File: config.mk
export PLATFORM = sky130hd
export DESIGN_NAME = serial_slice_adder
export DESIGN_NICKNAME = d
export VERILOG_FILES = /design/src/rtl/serial_slice_adder_pkg.sv /design/src/rtl/serial_slice_adder_rca_slice.sv /design/src/rtl/serial_slice_adder.sv
export SDC_FILE = /design/constraint.sdc
export NUM_CORES = 1
export LEC_CHECK = 0
export ABC_AREA = 0
export BUFFER_PORTS_ARGS = -buffer_cell sky130_fd_sc_hd__buf_2
export CORE_ASPECT_RATIO = 1.75
export CORE_MARGIN = 2
export CORE_UTILIZATION = 30
export CTS_CLUSTER_DIAMETER = 100
export DETAILED_ROUTE_END_ITERATION = 8
export PLACE_DENSITY_LB_ADDON = 0.12
export SYNTH_ARGS = -nofsm -noshare
export SYNTH_HDL_FRONTEND = slang
export SYNTH_SLANG_ARGS = --single-unit
File: constraint.sdc
create_clock -name clk -period 4.1 [get_ports clk]
set_clock_uncertainty 0.15 [all_clocks]
set_input_delay 0.205 -clock clk [delete_from_list [all_inputs] [get_ports clk]]
set_output_delay 0.205 -clock clk [all_outputs]
set_load 0.03 [all_outputs]
File: src/rtl/serial_slice_adder_pkg.sv
// Shared types and elaboration helpers for the slice-serial wide adder.
// The FSM encoding and slice-count math live here so the top and any bench agree.
package serial_slice_adder_pkg;

  typedef enum logic [1:0] {
    IDLE = 2'd0,
    RUN  = 2'd1,
    DONE = 2'd2
  } state_t;

  function automatic int nslice(input int width, input int slice);
    return width / slice;
  endfunction

  // Index register width; a single-slice adder still needs a 1-bit index.
  function automatic int idx_w(input int n);
    return (n <= 1) ? 1 : $clog2(n);
  endfunction

endpackage

File: src/rtl/serial_slice_adder_rca_slice.sv
// Combinational SLICE-bit ripple-carry adder built from a chain of full adders.
// Reused once per cycle by the serial adder, selected by the slice index.
module rca_slice #(
  parameter int SLICE = 4
) (
  input  logic [SLICE-1:0] x,
  input  logic [SLICE-1:0] y,
  input  logic             ci,
  output logic [SLICE-1:0] s,
  output logic             co
);

  logic [SLICE:0]   c;
  logic [SLICE-1:0] s_int;

  always_comb begin
    c     = '0;
    s_int = '0;
    c[0]  = ci;
    for (int i = 0; i < SLICE; i++) begin
      s_int[i] = x[i] ^ y[i] ^ c[i];
      c[i+1]   = (x[i] & y[i]) | (x[i] & c[i]) | (y[i] & c[i]);
    end
  end

  assign s  = s_int;
  assign co = c[SLICE];

endmodule

File: src/rtl/serial_slice_adder.sv
// WIDTH-bit unsigned adder that reuses one SLICE-bit ripple slice per clock,
// least-significant slice first, with valid/ready handshakes on both sides.
module serial_slice_adder
  import serial_slice_adder_pkg::*;
#(
  parameter int WIDTH = 16,
  parameter int SLICE = 4
) (
  input  logic             clk,
  input  logic             rst,
  input  logic             in_valid,
  output logic             in_ready,
  input  logic [WIDTH-1:0] a,
  input  logic [WIDTH-1:0] b,
  input  logic             cin,
  output logic             out_valid,
  input  logic             out_ready,
  output logic [WIDTH-1:0] sum,
  output logic             cout,
  output logic             busy
);

  localparam int NSLICE = nslice(WIDTH, SLICE);
  localparam int IDXW   = idx_w(NSLICE);
  localparam logic [IDXW-1:0] LAST_IDX = IDXW'(NSLICE - 1);

  if ((WIDTH < SLICE) || ((WIDTH % SLICE) != 0)) begin : g_bad_width
    $error("serial_slice_adder: WIDTH must be a non-zero multiple of SLICE");
  end

  state_t           state, state_nxt;
  logic [WIDTH-1:0] a_r, b_r;
  logic             carry;
  logic [IDXW-1:0]  idx;
  logic             accept, last;
  logic [SLICE-1:0] x_sl, y_sl, s_sl;
  logic             co_sl;

  // Single shared slice; operands come from the latched copies, not the ports.
  assign x_sl = a_r[int'(idx) * SLICE +: SLICE];
  assign y_sl = b_r[int'(idx) * SLICE +: SLICE];

  rca_slice #(.SLICE(SLICE)) u_slice (
    .x  (x_sl),
    .y  (y_sl),
    .ci (carry),
    .s  (s_sl),
    .co (co_sl)
  );

  assign accept = in_valid && in_ready;
  assign last   = (idx == LAST_IDX);

  always_ff @(posedge clk) begin
    if (rst) state <= IDLE;
    else     state <= state_nxt;
  end

  always_comb begin
    state_nxt = state;
    in_ready  = 1'b0;
    out_valid = 1'b0;
    busy      = 1'b0;
    case (state)
      IDLE: begin
        in_ready = 1'b1;
        if (in_valid) state_nxt = RUN;
      end
      RUN: begin
        busy = 1'b1;
        if (last) state_nxt = DONE;
      end
      DONE: begin
        busy      = 1'b1;
        out_valid = 1'b1;
        if (out_ready) state_nxt = IDLE;
      end
      default: state_nxt = IDLE;
    endcase
  end

  // Operand capture: plain data registers, only loaded on accept.
  always_ff @(posedge clk) begin
    if (accept) begin
      a_r <= a;
      b_r <= b;
    end
  end

  // Slice sequencing: the carry register bridges consecutive slices.
  always_ff @(posedge clk) begin
    if (rst) begin
      sum   <= '0;
      cout  <= 1'b0;
      carry <= 1'b0;
      idx   <= '0;
    end else if (accept) begin
      sum   <= '0;
      carry <= cin;
      idx   <= '0;
    end else if (state == RUN) begin
      sum[int'(idx) * SLICE +: SLICE] <= s_sl;
      carry <= co_sl;
      if (last) begin
        cout <= co_sl;
        idx  <= '0;
      end else begin
        idx  <= idx + 1'b1;
      end
    end
  end

endmodule

==> results of run 1 <==
[layout by cell type (no fill, tap or decap), types with 2 or more instances in the layout]
master,count
sky130_fd_sc_hd__mux2i_1,5
sky130_fd_sc_hd__nand2_1,20
sky130_fd_sc_hd__a21oi_2,2
sky130_fd_sc_hd__or3_1,6
sky130_fd_sc_hd__dlygate4sd3_1,32
sky130_fd_sc_hd__mux4_2,5
sky130_fd_sc_hd__mux4_1,3
sky130_fd_sc_hd__nand2b_1,6
sky130_fd_sc_hd__o31ai_1,2
sky130_fd_sc_hd__dfxtp_1,22
sky130_fd_sc_hd__a32oi_1,2
sky130_fd_sc_hd__a21oi_1,12
sky130_fd_sc_hd__nand3_1,4
sky130_fd_sc_hd__nand4_1,5
sky130_fd_sc_hd__inv_1,14
sky130_fd_sc_hd__clkbuf_16,5
sky130_fd_sc_hd__buf_2,56
sky130_fd_sc_hd__buf_4,2
sky130_fd_sc_hd__ha_1,9
sky130_fd_sc_hd__fa_1,4
sky130_fd_sc_hd__nor2_1,6
sky130_fd_sc_hd__edfxtp_1,32
[power breakdown]
group	total (mW)	switching, mW	internal [mW]
Clock	0.409	0.185	0.224
Sequential	0.718	0.0330	0.685
Combinational	0.562	0.336	0.226
Total	1.69	0.554	1.13
[cells by family after synthesis]
group,Yosys count,synth area share (%)
mux,13,10.3
compound gates,21,5.68
simple gates,53,11.8
buf+inv,21,3.96
fa+ha+maj,13,8.25
flops,54,60.0
[worst max-delay path by stage]
stage | startpoint | endpoint
finish | idx[1]$_SDFFE_PP0P_ | sum[15]$_SDFFE_PP0P_
floorplan | idx[0]$_SDFFE_PP0P_ | sum[15]$_SDFFE_PP0P_
global route | idx[1]$_SDFFE_PP0P_ | sum[3]$_SDFFE_PP0P_
CTS | idx[1]$_SDFFE_PP0P_ | sum[15]$_SDFFE_PP0P_
detailed placement | idx[1]$_SDFFE_PP0P_ | sum[15]$_SDFFE_PP0P_
global placement | idx[1]$_SDFFE_PP0P_ | sum[15]$_SDFFE_PP0P_
[repair_timing]
| item | in CTS | in global routing |
|---|---|---|
| gates resized for setup | 0 | 0 |
| endpoints found under the hold margin | 32 | 0 |
| hold buffers | 32 | 0 |
| buffers inserted | 0 | 0 |
| setup endpoints to repair | 0 | 0 |
[critical path, stage by stage, from the launching register on]
cell                      delay (ps)
sky130_fd_sc_hd__dfxtp_1         630
sky130_fd_sc_hd__mux4_2          320
sky130_fd_sc_hd__fa_1            160
sky130_fd_sc_hd__inv_1            50
sky130_fd_sc_hd__fa_1            380
sky130_fd_sc_hd__fa_1            370
sky130_fd_sc_hd__inv_1            80
sky130_fd_sc_hd__fa_1            480
sky130_fd_sc_hd__a32oi_1         220
sky130_fd_sc_hd__nor2_1           50
[Yosys cell counts (all sizes together)]
master | instances | area, µm²
edfxtp | 32 | 961
dfxtp | 22 | 440
nand2 | 20 | 75.1
a21oi | 14 | 77.6
inv | 14 | 52.6
ha | 9 | 113
mux4 | 8 | 191
buf | 6 | 36.3
nand2b | 6 | 37.5
nor2 | 6 | 22.5
or3 | 6 | 37.5
mux2i | 5 | 50.1
nand4 | 5 | 31.3
fa | 4 | 80.1
nand3 | 4 | 20.0
a32oi | 2 | 17.5
o31ai | 2 | 15.0
a211oi | 1 | 7.51
a222oi | 1 | 10.0
and3b | 1 | 8.76
and4bb | 1 | 12.5
clkbuf | 1 | 3.75
nand3b | 1 | 7.51
nor2b | 1 | 6.26
nor3b | 1 | 7.51
o21ai | 1 | 5.00
or3b | 1 | 8.76
[area by class of cell]
type                       instances  area (µm²)  share of cell area, %
sequential                        54        1400                   44.4
multi-input combinational        100         842                   26.7
timing repair buffer              90         616                   19.5
clock buffer                       6         129                   4.08
tap                               88         110                   3.49
inverter                          14        52.6                   1.66
clock inverter                     2        8.76                  0.277
[routing by layer]
metal	vias up	GRT usage (%)	part of all wire [%]
li1	808	-	-
met1	765	12.1	36
met2	37	23.0	58
met3	7	2.75	3.8
met4	0	4.95	1.5
met5	-	0	0
[sequential cells by signal, summed over array words and instances, names as in the netlist]
signal / cells
state: 2
cout: 1
a_r: 16
b_r: 16
carry: 1
idx: 2
sum: 16
==> flow_summary.html, run 1 <==
<table>
<tr><th>Metric</th><th>Value</th></tr>
<tr><th colspan="2">Worst setup path</th></tr>
<tr><td>FF-to-FF Start</td><td>idx[1]$_SDFFE_PP0P_</td></tr>
<tr><td>Endpoint arrival time on the critical path</td><td>3040 ps</td></tr>
<tr><td>Type of element capturing the critical path</td><td>register</td></tr>
<tr><td>Crit path required time</td><td>4110 ps</td></tr>
<tr><td>Setup CP Type</td><td>reg2reg</td></tr>
<tr><td>Reg2reg setup slack</td><td>1070 ps</td></tr>
<tr><td>Depth of the most critical reg-to-reg path</td><td>9</td></tr>
<tr><td>Setup crit start kind</td><td>register</td></tr>
<tr><td>Max Fanout on Critical Path</td><td>13</td></tr>
<tr><td>Worst reg2reg path endpoint</td><td>sum[15]$_SDFFE_PP0P_</td></tr>
<tr><th colspan="2">Floorplanning</th></tr>
<tr><td>Starting density of the core</td><td>30.9%</td></tr>
<tr><td>Core Region</td><td>approximately 7600 µm²</td></tr>
<tr><td>DIE AREA</td><td>approximately 8500 µm²</td></tr>
<tr><td>Rows</td><td>42</td></tr>
<tr><td>Height of the die</td><td>121 µm</td></tr>
<tr><td>Die Width</td><td>70.7 µm</td></tr>
<tr><td>Number of placed I/O pins</td><td>57</td></tr>
<tr><th colspan="2">Finish</th></tr>
<tr><td>Final Util</td><td>41.7%</td></tr>
<tr><td>Share of layout cells above drive strength 1</td><td>between 20% and 30%</td></tr>
<tr><td>Non-filler instance count after layout</td><td>around 350</td></tr>
<tr><td>Filler cell count in the final layout</td><td>740</td></tr>
<tr><td>Ant. Diodes</td><td>0</td></tr>
<tr><td>Non-Filler Cell Area, Final</td><td>around 3200 µm²</td></tr>
<tr><td>Final-stage net count</td><td>315</td></tr>
<tr><td>Area growth, synth to finish</td><td>35.2%</td></tr>
<tr><th colspan="2">Logic synthesis</th></tr>
<tr><td>Area of the mapped netlist</td><td>2340 µm²</td></tr>
<tr><td>Post-Synthesis Net Count</td><td>225</td></tr>
<tr><td>Yosys reg bits</td><td>54</td></tr>
<tr><td>Library cells used by synthesis</td><td>30</td></tr>
<tr><td>Post-synthesis instance total</td><td>between 150 and 200</td></tr>
<tr><td>Mean Syn Cell Area</td><td>around 13 µm²</td></tr>
<tr><td>Sequential cell area fraction in the yosys report</td><td>60.0%</td></tr>
<tr><td>Warnings, synthesis</td><td>0</td></tr>
<tr><th colspan="2">Placed design</th></tr>
<tr><td>Number of instances in the placed design</td><td>around 310</td></tr>
<tr><td>Placement Setup Slack</td><td>1030 ps</td></tr>
<tr><td>Global placement routability congestion</td><td>0.712</td></tr>
<tr><td>HPWL reported at the end of detailed placement</td><td>3360 µm</td></tr>
<tr><td>Total placed instance area</td><td>2700 µm²</td></tr>
<tr><td>PortBufs</td><td>56</td></tr>
<tr><th colspan="2">Route</th></tr>
<tr><td>Total number of vias</td><td>1617</td></tr>
<tr><td>Routed wire length per instance</td><td>13.4 µm</td></tr>
<tr><td>Length of the first detailed-routing pass in iterations</td><td>6</td></tr>
<tr><td>Routed vias/inst</td><td>about 4.6</td></tr>
<tr><td>Routed Antenna Nets</td><td>0</td></tr>
<tr><td>Number of DRC markers after the initial detailed-route iteration</td><td>89</td></tr>
<tr><td>Final wirelength</td><td>4750 µm</td></tr>
<tr><td>Total DRC errors in the routed layout</td><td>0</td></tr>
<tr><th colspan="2">STA</th></tr>
<tr><td>Min Tclk post-route</td><td>3030 ps</td></tr>
<tr><td>WHS</td><td>14.9 ps</td></tr>
<tr><td>Headroom to the max-slew limit</td><td>just under 50%</td></tr>
<tr><td>Setup TNS Final</td><td>0 ps</td></tr>
<tr><td>Slew at the pin closest to its max-slew limit</td><td>779 ps</td></tr>
<tr><td>Maximum frequency from static timing analysis</td><td>330 MHz</td></tr>
<tr><td>Final Max Tran Viols</td><td>0</td></tr>
<tr><td>Final count of hold timing violations</td><td>0</td></tr>
<tr><td>Final worst path period share</td><td>74.0%</td></tr>
<tr><td>Final setup violating endpoints</td><td>0</td></tr>
<tr><td>Worst Slack Setup Final</td><td>1070 ps</td></tr>
<tr><td>RSZ-0062 raised after global routing</td><td>false</td></tr>
<tr><th colspan="2">Global route</th></tr>
<tr><td>Vias in the first global route</td><td>1764</td></tr>
<tr><td>Initial antenna violation count</td><td>0</td></tr>
<tr><td>All-layer global routing usage</td><td>12.0%</td></tr>
<tr><td>Grt ovf</td><td>0</td></tr>
<tr><td>Largest net degree at the start of global routing</td><td>29</td></tr>
<tr><td>Global-route wire length before repair</td><td>8050 µm</td></tr>
<tr><th colspan="2">Pwr</th></tr>
<tr><td>Overall power consumption</td><td>1.69 mW</td></tr>
<tr><td>Power density over the cells</td><td>534 nW/µm²</td></tr>
<tr><td>Static leakage</td><td>1.26 nW</td></tr>
<tr><td>Worst IR Drop VDD</td><td>about 0.22 mV</td></tr>
<tr><th colspan="2">Hold path</th></tr>
<tr><td>Number of cells on the worst hold path</td><td>2</td></tr>
<tr><td>Hold path start</td><td>rst</td></tr>
<tr><td>End point of the worst hold path</td><td>cout$_SDFFE_PP0P_</td></tr>
<tr><td>Hold/Removal Path Class</td><td>in2reg</td></tr>
<tr><th colspan="2">Clocking</th></tr>
<tr><td>H-tree depth</td><td>2</td></tr>
<tr><td>TritonCTS clock tree</td><td>done</td></tr>
<tr><td>Number of buffers on the longest clock path</td><td>2</td></tr>
<tr><td>CTS Buf Count</td><td>5</td></tr>
<tr><td>CTS Root Cell</td><td>sky130_fd_sc_hd__clkbuf_16</td></tr>
<tr><td>Clock transition at the registers of the reported paths</td><td>70 ps</td></tr>
<tr><td>Insertion delay to the later sink of the worst-skew pair</td><td>290 ps</td></tr>
<tr><td>Sink Count</td><td>between 50 and 60</td></tr>
<tr><th colspan="2">Outcome</th></tr>
<tr><td>Result of the run</td><td>finished, final reports clean</td></tr>
<tr><th colspan="2">Flow run</th></tr>
<tr><td>Number of maximum-capacitance violations</td><td>0</td></tr>
</table>
(Power assumes the default switching activity.)
==> run 2: changes to the inputs <==
ABC_AREA = 1   (was 0)
clock period = 2.5 ns   (was 4.1 ns; I/O delays follow)
==> run 2 against run 1 <==
Net effect:
- register-to-register slack worse by 1200 ps
- the flow now finishes with violations (negative setup slack)
- die area up 3.5%
- critical path type unchanged
- critical endpoint is now sum[11]$_SDFFE_PP0P_
- non-clock buffer count up 12
- global-route usage up 0.97 points
- largest power group is now combinational logic
- clock-buffer cell count down 1
- hold slack better by 77 ps
- cell area up 6.9%
- via count up 15%
==> flow_summary.html, run 2 <==
<table>
<tr><th>Metric</th><th>Value</th></tr>
<tr><th colspan="2">Floorplanning</th></tr>
<tr><td>Core Region</td><td>7860 µm² (+3.8%)</td></tr>
<tr><td>DIE AREA</td><td>8830 µm² (+3.5%)</td></tr>
<tr><td>Starting density of the core</td><td>30.8% (-0.048 points)</td></tr>
<tr><td>Rows</td><td>43 (+2.4%)</td></tr>
<tr><td>Number of placed I/O pins</td><td>57 (unchanged)</td></tr>
<tr><td>Die Width</td><td>71.9 µm (+1.7%)</td></tr>
<tr><td>Height of the die</td><td>123 µm (+1.7%)</td></tr>
<tr><th colspan="2">Worst setup path</th></tr>
<tr><td>Cell-by-cell listing of the critical path</td><td>inv_8 -&gt; nor2_2 -&gt; o22ai_2 -&gt; fa_2 -&gt; inv_2 -&gt; fa_2 -&gt; fa_2 -&gt; inv_2 -&gt; fa_2 -&gt; nand2_2 -&gt; nand3b_1 -&gt; a21oi_1</td></tr>
<tr><td>WP buf/inv</td><td>3 (+1)</td></tr>
<tr><td>Max Fanout on Critical Path</td><td>8 (-5)</td></tr>
<tr><td>Slowest library cell on the worst path</td><td>sky130_fd_sc_hd__fa_2</td></tr>
<tr><td>Endpoint arrival time on the critical path</td><td>2680 ps (-360 ps)</td></tr>
<tr><td>Kind of cell adding the most delay to the critical path</td><td>adder cells</td></tr>
<tr><td>Critical path's most frequent cell</td><td>sky130_fd_sc_hd__fa_2</td></tr>
<tr><td>Setup crit start kind</td><td>register</td></tr>
<tr><td>Longest individual stage delay on the worst path</td><td>450 ps (-180 ps)</td></tr>
<tr><td>Type of element capturing the critical path</td><td>register</td></tr>
<tr><td>Setup CP Type</td><td>reg2reg</td></tr>
<tr><td>Crit path required time</td><td>2520 ps (-1590 ps)</td></tr>
<tr><th colspan="2">Logic synthesis</th></tr>
<tr><td>Flip-flop cell with the highest count after synthesis</td><td>sky130_fd_sc_hd__edfxtp_1</td></tr>
<tr><td>Sequential cell area fraction in the yosys report</td><td>57.9% (-2.1 points)</td></tr>
<tr><td>Fraction of post-synthesis cell area in the top cell type by area</td><td>39.7% (-1.4 points)</td></tr>
<tr><td>Synth Area in Simple Gates</td><td>16.8% (+5.0 points)</td></tr>
<tr><td>Warnings, synthesis</td><td>0 (unchanged)</td></tr>
<tr><td>Synthesized-area fraction occupied by ao, oa, aoi and oai cells</td><td>10.2% (+4.5 points)</td></tr>
<tr><td>EDFF count, synth</td><td>32 (unchanged)</td></tr>
<tr><td>Area of the mapped netlist</td><td>2420 µm² (+3.6%)</td></tr>
<tr><td>Library cells used by synthesis</td><td>28 (-6.7%)</td></tr>
<tr><td>Post-Synthesis Net Count</td><td>283 (+26%)</td></tr>
<tr><td>Library cell with the largest summed area after synthesis</td><td>sky130_fd_sc_hd__edfxtp_1</td></tr>
<tr><td>Adder-cell share of the synthesized area</td><td>7.96% (-0.29 points)</td></tr>
<tr><td>Leading post-synthesis cells by instance count</td><td>sky130_fd_sc_hd__nand2_1 (45), sky130_fd_sc_hd__edfxtp_1 (32), sky130_fd_sc_hd__a21oi_1 (24), sky130_fd_sc_hd__nor2_1 (23), sky130_fd_sc_hd__dfxtp_1 (22)</td></tr>
<tr><td>Post-Synth XOR/XNOR Area</td><td>0% (unchanged)</td></tr>
<tr><td>Yosys reg bits</td><td>54 (unchanged)</td></tr>
<tr><td>Post-synthesis mux area share</td><td>0% (-10 points)</td></tr>
<tr><td>Post-synthesis instance total</td><td>233 (+33%)</td></tr>
<tr><td>Mean Syn Cell Area</td><td>10.4 µm² (-22%)</td></tr>
<tr><td>Async set-reset flop share out of synthesis</td><td>0% (unchanged)</td></tr>
<tr><td>Combinational family with the most area after synthesis</td><td>simple AND/OR/NAND/NOR gates</td></tr>
<tr><td>Most common cell in the netlist</td><td>sky130_fd_sc_hd__nand2_1</td></tr>
<tr><td>Largest cells by area after synthesis</td><td>sky130_fd_sc_hd__edfxtp_1 (40%), sky130_fd_sc_hd__dfxtp_1 (18%), sky130_fd_sc_hd__nand2_1 (7.0%)</td></tr>
<tr><th colspan="2">Route</th></tr>
<tr><td>Total DRC errors in the routed layout</td><td>0 (unchanged)</td></tr>
<tr><td>Routed wire length per instance</td><td>12.6 µm (-5.9%)</td></tr>
<tr><td>Total number of vias</td><td>1864 (+15%)</td></tr>
<tr><td>Length of the first detailed-routing pass in iterations</td><td>3 (-3)</td></tr>
<tr><td>Number of DRC markers after the initial detailed-route iteration</td><td>40 (-55%)</td></tr>
<tr><td>Final wirelength</td><td>5370 µm (+13%)</td></tr>
<tr><td>Routed Antenna Nets</td><td>0 (unchanged)</td></tr>
<tr><td>Routed vias/inst</td><td>4.39 (-4.0%)</td></tr>
<tr><th colspan="2">Pwr</th></tr>
<tr><td>Static leakage</td><td>1.40 nW (+11%)</td></tr>
<tr><td>Worst IR Drop VDD</td><td>0.529 mV (+140%)</td></tr>
<tr><td>Power density over the cells</td><td>938 nW/µm² (+76%)</td></tr>
<tr><td>Overall power consumption</td><td>3.17 mW (+88%)</td></tr>
<tr><th colspan="2">Hold path</th></tr>
<tr><td>Hold/Removal Path Class</td><td>in2reg</td></tr>
<tr><th colspan="2">Global route</th></tr>
<tr><td>Initial antenna violation count</td><td>0 (unchanged)</td></tr>
<tr><td>Grt ovf</td><td>0 (unchanged)</td></tr>
<tr><td>All-layer global routing usage</td><td>13.0% (+0.97 points)</td></tr>
<tr><td>Largest net degree at the start of global routing</td><td>34 (+17%)</td></tr>
<tr><td>Global-route wire length before repair</td><td>8650 µm (+7.4%)</td></tr>
<tr><td>Vias in the first global route</td><td>1920 (+8.8%)</td></tr>
<tr><th colspan="2">Clocking</th></tr>
<tr><td>Insertion delay to the later sink of the worst-skew pair</td><td>290 ps (about the same)</td></tr>
<tr><td>CTS Root Cell</td><td>sky130_fd_sc_hd__clkbuf_16</td></tr>
<tr><td>Sink Count</td><td>54 (unchanged)</td></tr>
<tr><td>Number of buffers on the longest clock path</td><td>2 (unchanged)</td></tr>
<tr><td>CTS Buf Count</td><td>5 (unchanged)</td></tr>
<tr><td>H-tree depth</td><td>2 (unchanged)</td></tr>
<tr><td>Clock transition at the registers of the reported paths</td><td>70 ps (about the same)</td></tr>
<tr><td>TritonCTS clock tree</td><td>done</td></tr>
<tr><th colspan="2">Finish</th></tr>
<tr><td>Most used cells in the layout excluding fill and tap cells</td><td>sky130_fd_sc_hd__buf_2 (56), sky130_fd_sc_hd__nand2_1 (44), sky130_fd_sc_hd__dlygate4sd3_1 (34)</td></tr>
<tr><td>Non-Filler Cell Area, Final</td><td>3380 µm² (+6.9%)</td></tr>
<tr><td>Final Util</td><td>43.0% (+1.3 points)</td></tr>
<tr><td>Largest registers</td><td>a_r x16, b_r x16, sum x16</td></tr>
<tr><td>Share of layout cells above drive strength 1</td><td>32.2% (+5.2 points)</td></tr>
<tr><td>Most common library cell in the layout ignoring fill and taps</td><td>sky130_fd_sc_hd__buf_2</td></tr>
<tr><td>Filler cell count in the final layout</td><td>764 (+3.2%)</td></tr>
<tr><td>Final-stage net count</td><td>384 (+22%)</td></tr>
<tr><td>Non-filler instance count after layout</td><td>425 (+20%)</td></tr>
<tr><td>Ant. Diodes</td><td>0 (unchanged)</td></tr>
<tr><td>Area growth, synth to finish</td><td>39.5%</td></tr>
<tr><th colspan="2">STA</th></tr>
<tr><td>Worst Slack Setup Final</td><td>-158 ps (-1230 ps)</td></tr>
<tr><td>Maximum frequency from static timing analysis</td><td>376 MHz (+14%)</td></tr>
<tr><td>Setup TNS Final</td><td>-593 ps (-593 ps)</td></tr>
<tr><td>Headroom to the max-slew limit</td><td>73.8% (+26 points)</td></tr>
<tr><td>Final count of hold timing violations</td><td>0 (unchanged)</td></tr>
<tr><td>Slew at the pin closest to its max-slew limit</td><td>393 ps (-386 ps)</td></tr>
<tr><td>Final worst path period share</td><td>106% (+32 points)</td></tr>
<tr><td>WHS</td><td>92.2 ps (+77.3 ps)</td></tr>
<tr><td>Final setup violating endpoints</td><td>4 (+4)</td></tr>
<tr><td>Final Max Tran Viols</td><td>0 (unchanged)</td></tr>
<tr><td>RSZ-0062 raised after global routing</td><td>true</td></tr>
<tr><td>Min Tclk post-route</td><td>2660 ps (-374 ps)</td></tr>
<tr><th colspan="2">Placed design</th></tr>
<tr><td>HPWL reported at the end of detailed placement</td><td>3990 µm (+19%)</td></tr>
<tr><td>PortBufs</td><td>56 (unchanged)</td></tr>
<tr><td>Global placement routability congestion</td><td>0.812 (+14%)</td></tr>
<tr><td>Placement Setup Slack</td><td>-317 ps (-1350 ps)</td></tr>
<tr><td>Number of instances in the placed design</td><td>382 (+22%)</td></tr>
<tr><td>Total placed instance area</td><td>2840 µm² (+5.2%)</td></tr>
<tr><th colspan="2">Flow run</th></tr>
<tr><td>Number of maximum-capacitance violations</td><td>0 (unchanged)</td></tr>
<tr><th colspan="2">Outcome</th></tr>
<tr><td>Violated checks</td><td>negative setup slack</td></tr>
<tr><td>Result of the run</td><td>finished, violations left</td></tr>
</table>
run 2: cell types whose count changed in the layout (fill, tap and decap cells not counted), moves of 10 or more:
cell                      delta
sky130_fd_sc_hd__a21oi_1    +11
sky130_fd_sc_hd__nor2_1     +14
sky130_fd_sc_hd__o21ai_0    +10
sky130_fd_sc_hd__buf_4      +10
sky130_fd_sc_hd__nand2_1    +24
run 2: cell families after synthesis:
family,after synthesis
buffers and inverters,31
flip-flops,54
AND/OR/NAND/NOR,88
adder cells (fa/ha/maj),13
AO/OA/AOI/OAI,47
run 2: worst register-to-register path, delay by kind of cell (launching register included):
kind | cells | cell delay, ps
AO/OA/AOI/OAI | 2 | 240
adder cells (fa/ha/maj) | 4 | 1350
buffers and inverters | 3 | 190
flip-flops | 1 | 390
AND/OR/NAND/NOR | 3 | 220
run 2: power breakdown:
group | internal [mW] | leakage (nW) | switching [mW]
clock | 0.371 | 0.0698 | 0.312
sequential | 1.15 | 0.483 | 0.0812
combinational | 0.461 | 0.847 | 0.797
total | 1.98 | 1.40 | 1.19
run 2: layout make-up:
| class | count | area, µm² | area share [%] |
|---|---|---|---|
| repair buffers | 102 | 711 | 21.0 |
| flip-flops and latches | 54 | 1410 | 41.7 |
| clock inverters | 3 | 21.3 | 0.630 |
| well taps | 90 | 113 | 3.33 |
| clock buffers | 5 | 125 | 3.70 |
| multi-input cells | 148 | 905 | 26.8 |
| inverters | 23 | 95.1 | 2.81 |
run 2: worst paths after layout:
check                                          from                    to  slack [ps]  cells past startpoint
worst max register to register  idx[0]$_SDFFE_PP0P_  sum[11]$_SDFFE_PP0P_        -160                     12
worst min-delay path                       in_valid     cout$_SDFFE_PP0P_          90                      4
worst max-delay path            idx[0]$_SDFFE_PP0P_  sum[11]$_SDFFE_PP0P_        -160                     12
worst min register to register    cout$_SDFFE_PP0P_     cout$_SDFFE_PP0P_         310                      2
run 2: timing repair:
item                       4_1_cts  5_1_grt
setup endpoints to repair       10        8
pin swaps                        7        4
hold buffers                    34        0
resized for setup                5        7
hold endpoints to repair        36        0
setup buffers                    0        1
run 2: routing by layer:
metal,GRT usage (%),up-vias,routed length (µm)
met2,26.0,34,3120
li1,-,977,-
met3,2.55,6,174
met5,0,-,0
met1,12.1,847,1980
met4,5.66,0,99
==> run 3: changes to the inputs <==
CORE_UTILIZATION = 48   (was 30)
==> run 3 against run 2 <==
Net effect:
- the run still ends with negative setup slack left
- die area fell by 36%
- via count increased by 2.6%
- flip-flop and latch count is the same
- final cell count fell by 8.2%
- sequential share of layout area rose by 0.99 points
- critical endpoint unchanged
==> flow_summary.html, run 3 (synthesized netlist as in run 2, its figures left out) <==
<table>
<tr><th>Metric</th><th>Value</th></tr>
<tr><th colspan="2">Outcome</th></tr>
<tr><td>Result of the run</td><td>finished, violations left</td></tr>
<tr><td>Violated checks</td><td>negative setup slack</td></tr>
<tr><th colspan="2">Route</th></tr>
<tr><td>Final wirelength</td><td>5110 µm (-4.8%)</td></tr>
<tr><td>Total number of vias</td><td>1913 (+2.6%)</td></tr>
<tr><td>Routed vias/inst</td><td>4.91 (+12%)</td></tr>
<tr><td>Length of the first detailed-routing pass in iterations</td><td>4 (+1)</td></tr>
<tr><td>Routed wire length per instance</td><td>13.1 µm (+3.7%)</td></tr>
<tr><td>Routed Antenna Nets</td><td>0 (unchanged)</td></tr>
<tr><td>Total DRC errors in the routed layout</td><td>0 (unchanged)</td></tr>
<tr><td>Number of DRC markers after the initial detailed-route iteration</td><td>47 (+18%)</td></tr>
<tr><th colspan="2">Placed design</th></tr>
<tr><td>Global placement routability congestion</td><td>0.790 (-2.8%)</td></tr>
<tr><td>Total placed instance area</td><td>2810 µm² (-1.3%)</td></tr>
<tr><td>Placement Setup Slack</td><td>-296 ps (+21.8 ps)</td></tr>
<tr><td>HPWL reported at the end of detailed placement</td><td>3520 µm (-12%)</td></tr>
<tr><td>PortBufs</td><td>56 (unchanged)</td></tr>
<tr><th colspan="2">Worst setup path</th></tr>
<tr><td>Kind of cell adding the most delay to the critical path</td><td>adder cells</td></tr>
<tr><td>Setup crit start kind</td><td>register</td></tr>
<tr><td>Longest individual stage delay on the worst path</td><td>420 ps (-30 ps)</td></tr>
<tr><td>Critical path startpoint</td><td>idx[0]$_SDFFE_PP0P_</td></tr>
<tr><td>Depth of the most critical reg-to-reg path</td><td>12 (unchanged)</td></tr>
<tr><td>CP Capture Point</td><td>sum[11]$_SDFFE_PP0P_</td></tr>
<tr><td>Worst reg2reg path endpoint</td><td>sum[11]$_SDFFE_PP0P_</td></tr>
<tr><td>Max Fanout on Critical Path</td><td>8 (unchanged)</td></tr>
<tr><td>FF-to-FF Start</td><td>idx[0]$_SDFFE_PP0P_</td></tr>
<tr><td>Critical path's most frequent cell</td><td>sky130_fd_sc_hd__fa_2</td></tr>
<tr><td>WP buf/inv</td><td>3 (unchanged)</td></tr>
<tr><td>Slowest library cell on the worst path</td><td>sky130_fd_sc_hd__fa_1</td></tr>
<tr><td>Reg2reg setup slack</td><td>-200 ps (-40 ps)</td></tr>
<tr><td>Endpoint arrival time on the critical path</td><td>2730 ps (+50 ps)</td></tr>
<tr><td>Cell-by-cell listing of the critical path</td><td>inv_8 -&gt; nor2_4 -&gt; o22ai_2 -&gt; fa_2 -&gt; inv_2 -&gt; fa_2 -&gt; fa_2 -&gt; inv_2 -&gt; fa_1 -&gt; nand2_1 -&gt; nand3b_1 -&gt; a21oi_1</td></tr>
<tr><td>Depth of the critical timing path with buffers and inverters included</td><td>12 (unchanged)</td></tr>
<tr><td>Crit path required time</td><td>2530 ps (about the same)</td></tr>
<tr><td>Setup CP Type</td><td>reg2reg</td></tr>
<tr><td>Type of element capturing the critical path</td><td>register</td></tr>
<tr><th colspan="2">Global route</th></tr>
<tr><td>Grt ovf</td><td>0 (unchanged)</td></tr>
<tr><td>Largest net degree at the start of global routing</td><td>34 (unchanged)</td></tr>
<tr><td>Initial antenna violation count</td><td>0 (unchanged)</td></tr>
<tr><td>All-layer global routing usage</td><td>19.3% (+6.3 points)</td></tr>
<tr><td>Global-route wire length before repair</td><td>8370 µm (-3.2%)</td></tr>
<tr><td>Vias in the first global route</td><td>2012 (+4.8%)</td></tr>
<tr><th colspan="2">Pwr</th></tr>
<tr><td>Static leakage</td><td>1.39 nW (-1.0%)</td></tr>
<tr><td>Power density over the cells</td><td>925 nW/µm² (-1.5%)</td></tr>
<tr><td>Overall power consumption</td><td>3.05 mW (-3.9%)</td></tr>
<tr><td>Worst IR Drop VDD</td><td>0.714 mV (+35%)</td></tr>
<tr><th colspan="2">Flow run</th></tr>
<tr><td>Number of maximum-capacitance violations</td><td>0 (unchanged)</td></tr>
<tr><th colspan="2">Hold path</th></tr>
<tr><td>Hold/Removal Path Class</td><td>in2reg</td></tr>
<tr><th colspan="2">Floorplanning</th></tr>
<tr><td>Number of placed I/O pins</td><td>57 (unchanged)</td></tr>
<tr><td>Starting density of the core</td><td>49.1% (+18 points)</td></tr>
<tr><td>Rows</td><td>34 (-21%)</td></tr>
<tr><td>DIE AREA</td><td>5650 µm² (-36%)</td></tr>
<tr><td>Height of the die</td><td>98.0 µm (-20%)</td></tr>
<tr><td>Die Width</td><td>57.7 µm (-20%)</td></tr>
<tr><td>Core Region</td><td>4930 µm² (-37%)</td></tr>
<tr><th colspan="2">STA</th></tr>
<tr><td>Final Max Tran Viols</td><td>0 (unchanged)</td></tr>
<tr><td>Final worst path period share</td><td>108% (+1.8 points)</td></tr>
<tr><td>Worst Slack Setup Final</td><td>-202 ps (-43.9 ps)</td></tr>
<tr><td>Final setup violating endpoints</td><td>4 (unchanged)</td></tr>
<tr><td>Setup TNS Final</td><td>-683 ps (-89.5 ps)</td></tr>
<tr><td>Headroom to the max-slew limit</td><td>72.9% (-0.89 points)</td></tr>
<tr><td>Final count of hold timing violations</td><td>0 (unchanged)</td></tr>
<tr><td>RSZ-0062 raised after global routing</td><td>true</td></tr>
<tr><td>Min Tclk post-route</td><td>2700 ps (+43.9 ps)</td></tr>
<tr><td>Maximum frequency from static timing analysis</td><td>370 MHz (-1.6%)</td></tr>
<tr><td>Slew at the pin closest to its max-slew limit</td><td>407 ps (+13.4 ps)</td></tr>
<tr><th colspan="2">Finish</th></tr>
<tr><td>Filler cell count in the final layout</td><td>404 (-47%)</td></tr>
<tr><td>Multi-input gate area</td><td>893 µm² (-1.2%)</td></tr>
<tr><td>Ant. Diodes</td><td>0 (unchanged)</td></tr>
<tr><td>Share of layout cells above drive strength 1</td><td>31.3% (-0.99 points)</td></tr>
<tr><td>Most used cells in the layout excluding fill and tap cells</td><td>sky130_fd_sc_hd__buf_2 (56), sky130_fd_sc_hd__nand2_1 (45), sky130_fd_sc_hd__dlygate4sd3_1 (34)</td></tr>
<tr><td>Total area of sequential cells</td><td>1410 µm² (-0.18%)</td></tr>
<tr><td>Final-stage net count</td><td>385 (+0.26%)</td></tr>
<tr><td>Final Util</td><td>66.8% (+24 points)</td></tr>
<tr><td>Most common library cell in the layout ignoring fill and taps</td><td>sky130_fd_sc_hd__buf_2</td></tr>
<tr><td>Largest registers</td><td>a_r x16, b_r x16, sum x16</td></tr>
<tr><td>Non-Filler Cell Area, Final</td><td>3290 µm² (-2.5%)</td></tr>
<tr><td>Area growth, synth to finish</td><td>36.1%</td></tr>
<tr><th colspan="2">Clocking</th></tr>
<tr><td>H-tree depth</td><td>2 (unchanged)</td></tr>
<tr><td>CTS Root Cell</td><td>sky130_fd_sc_hd__clkbuf_8</td></tr>
<tr><td>Number of buffers on the longest clock path</td><td>2 (unchanged)</td></tr>
<tr><td>CTS Buf Count</td><td>5 (unchanged)</td></tr>
<tr><td>Insertion delay to the later sink of the worst-skew pair</td><td>300 ps (about the same)</td></tr>
<tr><td>Sink Count</td><td>54 (unchanged)</td></tr>
<tr><td>TritonCTS clock tree</td><td>done</td></tr>
<tr><td>Clock transition at the registers of the reported paths</td><td>90 ps (+20 ps)</td></tr>
</table>
## run 3: cell type report
| cell class | count | area share, % |
|---|---|---|
| Sequential cell | 54 | 42.7 |
| Clock buffer | 6 | 2.20 |
| Tap cell | 54 | 2.05 |
| Timing Repair Buffer | 103 | 21.9 |
| Clock inverter | 2 | 1.14 |
| Multi-Input combinational cell | 148 | 27.1 |
| Inverter | 23 | 2.89 |
## run 3: how the worst min path moves through the flow
stage	startpoint	to	slack [ps]	cells past startpoint
after floorplan	rst	cout$_SDFFE_PP0P_	40	1
after global placement	rst	cout$_SDFFE_PP0P_	150	2
after detailed placement	rst	cout$_SDFFE_PP0P_	150	2
after CTS	in_valid	cout$_SDFFE_PP0P_	70	4
after global routing	in_valid	cout$_SDFFE_PP0P_	140	4
final	in_valid	cout$_SDFFE_PP0P_	80	4
## run 3: metal layers
layer	wire length, µm	GRT usage [%]
met5	0	0
met4	63	6.08
met3	181	3.71
met2	3060	38.9
met1	1810	18.1
## run 3: per-stage QoR
step | instances | hold WS (ps)
after global routing | 390 | 135
after global placement | 347 | 150
after CTS | 390 | 72.6
after floorplan | 233 | 44.1
final | 390 | 79.3
after detailed placement | 347 | 152
## run 3: worst min-delay path: stages
cell	delay, ps
sky130_fd_sc_hd__buf_2	90
sky130_fd_sc_hd__nand2_1	110
sky130_fd_sc_hd__nand4_1	100
sky130_fd_sc_hd__a21oi_1	70
## run 3: power breakdown
group | switching (mW) | total (mW) | leakage, nW | internal (mW)
Combinational | 0.790 | 1.25 | 0.851 | 0.460
Clock | 0.272 | 0.571 | 0.0514 | 0.299
Sequential | 0.0772 | 1.22 | 0.483 | 1.15
Total | 1.14 | 3.05 | 1.39 | 1.91
## run 3: repair_timing
action / CTS / global route
hold buffers: 34 / 0
hold endpoints to repair: 36 / 0
endpoints found under the setup margin: 10 / 8
buffers inserted: 1 / 0
gates cloned: 0 / 0
pin swaps: 9 / 5
gates resized for setup: 5 / 4
